### config.mk
export PLATFORM = sky130hd
export DESIGN_NAME = lieat_exu_mul_ctrl
export DESIGN_NICKNAME = d
export VERILOG_FILES = /design/src/rtl/lieat_exu_mul_ctrl.sv
export SDC_FILE = /design/constraint.sdc
export NUM_CORES = 1
export LEC_CHECK = 0
export CAP_MARGIN = 10
export CELL_PAD_IN_SITES_DETAIL_PLACEMENT = 1
export CELL_PAD_IN_SITES_GLOBAL_PLACEMENT = 2
export CORE_AREA = 2 2 195 197
export CTS_BUF_LIST = sky130_fd_sc_hd__clkbuf_2 sky130_fd_sc_hd__clkbuf_4 sky130_fd_sc_hd__clkbuf_8
export DETAILED_ROUTE_END_ITERATION = 16
export DIE_AREA = 0 0 197 199
export PLACE_DENSITY_LB_ADDON = 0.12
export SKIP_CTS_REPAIR_TIMING = 1
export SLEW_MARGIN = 30
export SYNTH_ARGS = -nofsm -noshare
export SYNTH_HDL_FRONTEND = slang
export SYNTH_SLANG_ARGS = --single-unit
### constraint.sdc
create_clock -name clock -period 2.3 [get_ports clock]
set_input_delay 0.345 -clock clock [delete_from_list [all_inputs] [get_ports clock]]
set_output_delay 0.345 -clock clock [all_outputs]
set_load 0.1 [all_outputs]
### src/rtl/lieat_exu_mul_ctrl.sv
`default_nettype none
// ============================================================================
//  Module   : lieat_exu_mul_ctrl
//  Purpose  : Issue-side controller for the EXU multiplier (RV32M MUL,
//             MULH, MULHSU, MULHU). Decodes operand signedness, runs the
//             multiplier request/response handshakes, selects the high or
//             low product word for writeback, and keeps a one-entry product
//             cache so a MULH*/MUL pair on identical operands costs a
//             single multiplier pass.
//  Ports    :
//    clock, reset (sync, active-low), flush
//    op_i_*   : op request (valid/ready, func, rs1, rs2, rd)
//    mul_i_*  : multiplier request (valid/ready, signedness, operands)
//    mul_o_*  : multiplier response (valid/ready, resh, resl)
//    wb_o_*   : writeback (valid/ready, rd, data)
//  Revision : 1.0 - initial release
// ============================================================================
module lieat_exu_mul_ctrl #(
    parameter int XLEN     = 32,
    parameter int RD_W     = 5,
    parameter int CACHE_EN = 1
) (
    input  logic            clock,
    input  logic            reset,
    input  logic            flush,
    input  logic            op_i_valid,
    output logic            op_i_ready,
    input  logic [1:0]      op_i_func,
    input  logic [XLEN-1:0] op_i_rs1,
    input  logic [XLEN-1:0] op_i_rs2,
    input  logic [RD_W-1:0] op_i_rd,
    output logic            mul_i_valid,
    input  logic            mul_i_ready,
    output logic            mul_i_signed1,
    output logic            mul_i_signed2,
    output logic [XLEN-1:0] mul_i_multiplicand,
    output logic [XLEN-1:0] mul_i_multiplier,
    input  logic            mul_o_valid,
    output logic            mul_o_ready,
    input  logic [XLEN-1:0] mul_o_resh,
    input  logic [XLEN-1:0] mul_o_resl,
    output logic            wb_o_valid,
    input  logic            wb_o_ready,
    output logic [RD_W-1:0] wb_o_rd,
    output logic [XLEN-1:0] wb_o_data
);

    localparam logic [1:0] c_FUNC_MUL   = 2'b00;
    localparam logic [1:0] c_FUNC_MULH  = 2'b01;
    localparam logic [1:0] c_FUNC_MULHU = 2'b11;

    typedef enum logic [4:0] {
        S_IDLE  = 5'b00001,
        S_REQ   = 5'b00010,
        S_WAIT  = 5'b00100,
        S_DRAIN = 5'b01000,
        S_WB    = 5'b10000
    } state_t;

    state_t r_state;
    state_t w_next;

    // Accepted-op registers
    logic [XLEN-1:0] r_rs1;
    logic [XLEN-1:0] r_rs2;
    logic [RD_W-1:0] r_rd;
    logic [1:0]      r_func;
    logic            r_s1;
    logic            r_s2;
    logic [XLEN-1:0] r_wb_data;

    // Product cache
    logic            r_c_v;
    logic [XLEN-1:0] r_c_rs1;
    logic [XLEN-1:0] r_c_rs2;
    logic            r_c_s1;
    logic            r_c_s2;
    logic [XLEN-1:0] r_c_resh;
    logic [XLEN-1:0] r_c_resl;

    logic            w_dec_s1;
    logic            w_dec_s2;
    logic            w_accept;
    logic            w_hit;
    logic            w_sign_match;
    logic [XLEN-1:0] w_hit_data;

    assign w_dec_s1 = (op_i_func != c_FUNC_MULHU);
    assign w_dec_s2 = (op_i_func == c_FUNC_MULH);

    // MUL only returns the low word, which is identical for every
    // signedness combination, so its signs need not match the entry.
    assign w_sign_match = (op_i_func == c_FUNC_MUL) ||
                          ((w_dec_s1 == r_c_s1) && (w_dec_s2 == r_c_s2));
    assign w_hit        = (CACHE_EN != 0) && r_c_v &&
                          (op_i_rs1 == r_c_rs1) && (op_i_rs2 == r_c_rs2) &&
                          w_sign_match;
    assign w_hit_data   = (op_i_func == c_FUNC_MUL) ? r_c_resl : r_c_resh;

    // Handshake outputs decoded from state
    assign op_i_ready  = (r_state == S_IDLE) && !flush;
    assign w_accept    = op_i_valid && op_i_ready;
    assign mul_i_valid = (r_state == S_REQ) && !flush;
    assign mul_o_ready = (r_state == S_WAIT) || (r_state == S_DRAIN);
    assign wb_o_valid  = (r_state == S_WB) && !flush;

    assign mul_i_signed1      = r_s1;
    assign mul_i_signed2      = r_s2;
    assign mul_i_multiplicand = r_rs1;
    assign mul_i_multiplier   = r_rs2;
    assign wb_o_rd            = r_rd;
    assign wb_o_data          = r_wb_data;

    // Next-state logic
    always_comb begin
        w_next = r_state;
        case (r_state)
            S_IDLE: begin
                if (w_accept) begin
                    w_next = w_hit ? S_WB : S_REQ;
                end
            end
            S_REQ: begin
                if (flush) begin
                    w_next = S_IDLE;
                end else if (mul_i_ready) begin
                    w_next = S_WAIT;
                end
            end
            S_WAIT: begin
                if (mul_o_valid) begin
                    w_next = flush ? S_IDLE : S_WB;
                end else if (flush) begin
                    w_next = S_DRAIN;
                end
            end
            S_DRAIN: begin
                if (mul_o_valid) begin
                    w_next = S_IDLE;
                end
            end
            S_WB: begin
                if (flush || wb_o_ready) begin
                    w_next = S_IDLE;
                end
            end
            default: w_next = S_IDLE;
        endcase
    end

    // State register and datapath
    always_ff @(posedge clock) begin
        if (!reset) begin
            r_state   <= S_IDLE;
            r_rs1     <= '0;
            r_rs2     <= '0;
            r_rd      <= '0;
            r_func    <= '0;
            r_s1      <= 1'b0;
            r_s2      <= 1'b0;
            r_wb_data <= '0;
            r_c_v     <= 1'b0;
            r_c_rs1   <= '0;
            r_c_rs2   <= '0;
            r_c_s1    <= 1'b0;
            r_c_s2    <= 1'b0;
            r_c_resh  <= '0;
            r_c_resl  <= '0;
        end else begin
            r_state <= w_next;
            case (r_state)
                S_IDLE: begin
                    if (w_accept) begin
                        r_rs1  <= op_i_rs1;
                        r_rs2  <= op_i_rs2;
                        r_rd   <= op_i_rd;
                        r_func <= op_i_func;
                        r_s1   <= w_dec_s1;
                        r_s2   <= w_dec_s2;
                        if (w_hit) begin
                            r_wb_data <= w_hit_data;
                        end
                    end
                end
                S_WAIT: begin
                    // A flushed-but-completed result still refreshes the
                    // cache; only a result arriving in DRAIN is discarded.
                    if (mul_o_valid) begin
                        r_c_v    <= 1'b1;
                        r_c_rs1  <= r_rs1;
                        r_c_rs2  <= r_rs2;
                        r_c_s1   <= r_s1;
                        r_c_s2   <= r_s2;
                        r_c_resh <= mul_o_resh;
                        r_c_resl <= mul_o_resl;
                        if (!flush) begin
                            r_wb_data <= (r_func == c_FUNC_MUL) ? mul_o_resl
                                                                : mul_o_resh;
                        end
                    end
                end
                default: ;
            endcase
        end
    end

endmodule
`default_nettype wire

==> key figures <==
Clock network
  • Htree depth: 2
  • Clock sinks: 241
  • Clock Latency Late Sink: 580 ps
  • CTS clk-pin slew, worst paths: approximately 60 ps
  • Clock Path Buffers: 3
  • Clock buffer count from CTS: between 40 and 50
  • CTS tree: built
  • Root Buffer: clkbuf_8

Detailed routing
  • Via count: 10670
  • Residual DRC count: 0
  • Drt total wl: 41340 um
  • Wirelength per Cell: 18.91 um
  • DR pass1 iterations: 5
  • ANT nets after route: 0
  • DR iter-0 viols: a little under 500
  • Post-DR vias/cell: 4.881

Global routing
  • Global routing usage on met1: 0.2839
  • Met2 Resource Use GR: 0.3324
  • Largest net degree at the start of global routing: just over 80
  • Overflow after GRT: 0
  • Initial antenna violation count: 2
  • Vias in the first global route: 10961
  • Gr busiest metal: met2
  • Gr usage total: 0.2067
  • Global-route wire length before repair: 63140 um
  • Met3 usage: 0.04290

Logic synthesis
  • Synth top area cells: dfxtp_1, nand2_1, a21boi_0
  • Cell count after synthesis: 1420
  • Post-synth top flop: dfxtp_1
  • Syn Nets: 1562
  • Share of the synthesized area in the top cell type: 0.4364
  • Seq cells post-synth: 241
  • Number of synthesized flops with an enable pin: 0
  • Register area share after synthesis: 0.4364
  • Cell taking the most area after synthesis: dfxtp_1
  • Syn avg cell area: 7.786 um2
  • Ys async rst share: 0
  • Synth Cell Area: 11060 um2
  • Synth cell types: 47
  • Yosys warns: 0

Timing
  • Fin. max-slew vios: 0
  • Finish-stage setup viols: 9
  • RSZ-0062 raised after global routing: yes
  • Setup WS post-layout: -21.28 ps
  • Hold Fails Final Rpt: 0
  • Final setup skew: 27.54 ps
  • Period utilization: 1.009
  • Tmin final: 2321 ps
  • Actual slew at the worst max-slew pin: 496.9 ps
  • Final setup TNS: -79.11 ps
  • Slew HR: 0.6688
  • FMAX: 0.4308 GHz

Floorplan
  • Core Region: between 30000 and 40000 um2
  • Die Wd: just under 200 um
  • Die ar.: 39200 um2
  • # IOs: around 250
  • Row cnt: 71
  • Initial core utilization: 0.2977
  • Die height: just under 200 um

Critical path
  • Req. time, crit path: about 2800 ps
  • Slowest CP cell: clkdlybuf4s50_1
  • Crit path kind: in2reg
  • Critical path, cell by cell: clkdlybuf4s50_1 > xnor2_4 > nand4_1 > nor4_4 > nand3_2 > buf_6 > o32ai_4 > buf_12 > clkbuf_16 > mux2i_1
  • Critical path fanouts, max: 7
  • Nature of the critical path startpoint: input port
  • Worst EP arrival: 2820 ps
  • Reg2reg path depth: 9
  • CP max stage delay: 540 ps
  • CP endpoint kind: flip-flop

Finish
  • Ratio of cells with drive above 1 in the final layout: 0.1730
  • Fin cells: 2186
  • Syn-to-layout area delta: 39.15%
  • Nets: 1819
  • Fin util: 0.4143

Power and ir drop
  • Pleak: approximately 5.6 nW
  • Clk network pwr share: 0.365
  • Seq pwr share: 0.373
  • Net Sw Frac: 0.3510
  • Logic pwr share: 0.262
  • Max VDD drop: 0.3831 mV
  • NetSw: 0.004265 W
  • Pwr Total: 0.01215 W
  • Pint: roughly 0.0079 W
  • PwrDens: roughly 790 nW/um2

Run status
  • Status: finished with violations
  • Failing checks: negative setup slack

Place
  • Worst slack at placement: -1007 ps
  • Placer Congestion: between 0.7 and 0.8
  • Cells after DPL: 2100
  • DP Wirelength: roughly 27000 um
  • Input/output buffers: 248

Min path
  • Tightest Hold Check Type: in2reg
  • Cells on Worst Hold Path: 3

Flow run
  • Maximum capacitance violations: 0
## worst max-delay path, delay by kind of cell
| family | cells | cell delay (ps) |
|---|---|---|
| simple gates | 3 | 720 |
| xor+xnor | 1 | 260 |
| compound gates | 1 | 230 |
| buf+inv | 4 | 1060 |
| mux | 1 | 190 |
## metrics by stage
step	hold slack, ps	area [um2]
after floorplan	431.6	11070
after global placement	437.5	14130
after detailed placement	442.0	14160
after CTS	123.3	15130
after global routing	141.7	15380
final	159.5	15380
## layer usage
metal	wire length [um]	share of wire
met4	586	0.014
met2	18680	0.45
met3	1984	0.048
met5	13	0.00031
met1	20070	0.49
## registers in the layout, indices dropped and copies added (netlist names), 2 cells and up
signal and flops:
r_c_rs1 32, r_c_resl 32, mul_i_multiplier 32, wb_o_rd 5
wb_o_data 32, r_state 5, r_c_rs2 32, r_func 2
r_c_resh 32, mul_i_multiplicand 32
## cell families (layout without fill, tap and decap cells)
group	Yosys count	count (layout)	share of synthesized area
simple gates	682	682	0.2595
mux	33	33	0.02988
xor+xnor	52	52	0.04120
flops	241	241	0.4364
buf+inv	116	407	0.04640
compound gates	296	296	0.1866
other cells	0	1	0
## cell usage after synthesis, types with 2 or more instances
library cell / number
a2111oi_0: 2
dfxtp_1: 241
inv_1: 10
buf_8: 3
o21ai_0: 68
a21boi_0: 110
xor2_1: 8
nor3_1: 3
nor2b_1: 14
nand3_1: 101
nor4_1: 8
o22ai_1: 2
o21ai_1: 2
mux2i_1: 33
nand2b_1: 13
xnor2_1: 44
or2_1: 2
a21oi_1: 6
buf_2: 5
or3_1: 2
a21boi_1: 92
clkbuf_1: 88
nand2_1: 503
nor2_1: 13
nand4_1: 15
buf_4: 10
o211ai_1: 2
## cell usage in the layout, fill, tap and decap left out, types with 3 or more instances in the layout
cell type and n:
nor2b_1 13, inv_1 10, xnor2_1 34, clkbuf_8 57, xor2_1 8, clkdlybuf4s50_1 138
xnor2_2 8, nor2_4 5, nand2b_1 13, nor2_1 6, a21oi_1 5, nand4_1 15
a21boi_1 92, mux2i_1 33, nand2_1 502, o21ai_0 68, clkbuf_4 21, nor4_1 6
buf_6 4, dfxtp_1 234, nor3_1 3, nand3_1 100, buf_12 19, dfxtp_2 7
a21boi_0 110, buf_4 147
## final timing paths
check	from	endpoint	slack, ps
setup / recovery	op_i_rs2[8]	wb_o_data[16]$_SDFFE_PN0P_	-20
hold / removal	reset	wb_o_data[13]$_SDFFE_PN0P_	160
setup reg to reg	r_c_rs1[24]$_SDFFE_PN0P_	wb_o_data[16]$_SDFFE_PN0P_	-20
hold reg to reg	r_c_resh[16]$_SDFFE_PN0P_	r_c_resh[16]$_SDFFE_PN0P_	450
## layout make-up
| cell class | instances | area, um2 |
|---|---|---|
| sequential | 241 | 4833 |
| multi-input combinational | 1063 | 5918 |
| tap | 474 | 593.1 |
| inverter | 10 | 37.54 |
| fill | 4466 | 21750 |
| antenna | 1 | 2.502 |
| clock inverter | 4 | 28.78 |
| timing repair buffer | 315 | 3028 |
| clock buffer | 78 | 942.2 |
## power by group through the flow
| stage | clock, W | combinational, W | sequential [W] |
|---|---|---|---|
| 2_1_floorplan | 0 | 0.000882 | 0.00568 |
| 5_1_grt | 0.00481 | 0.00336 | 0.00456 |
| 6_report | 0.00444 | 0.00318 | 0.00453 |
| 3_3_place_gp | 0 | 0.00313 | 0.00460 |
| 4_1_cts | 0.00460 | 0.00319 | 0.00452 |
| 3_5_place_dp | 0 | 0.00318 | 0.00461 |
Note: power is estimated with default switching activity, not from simulation.
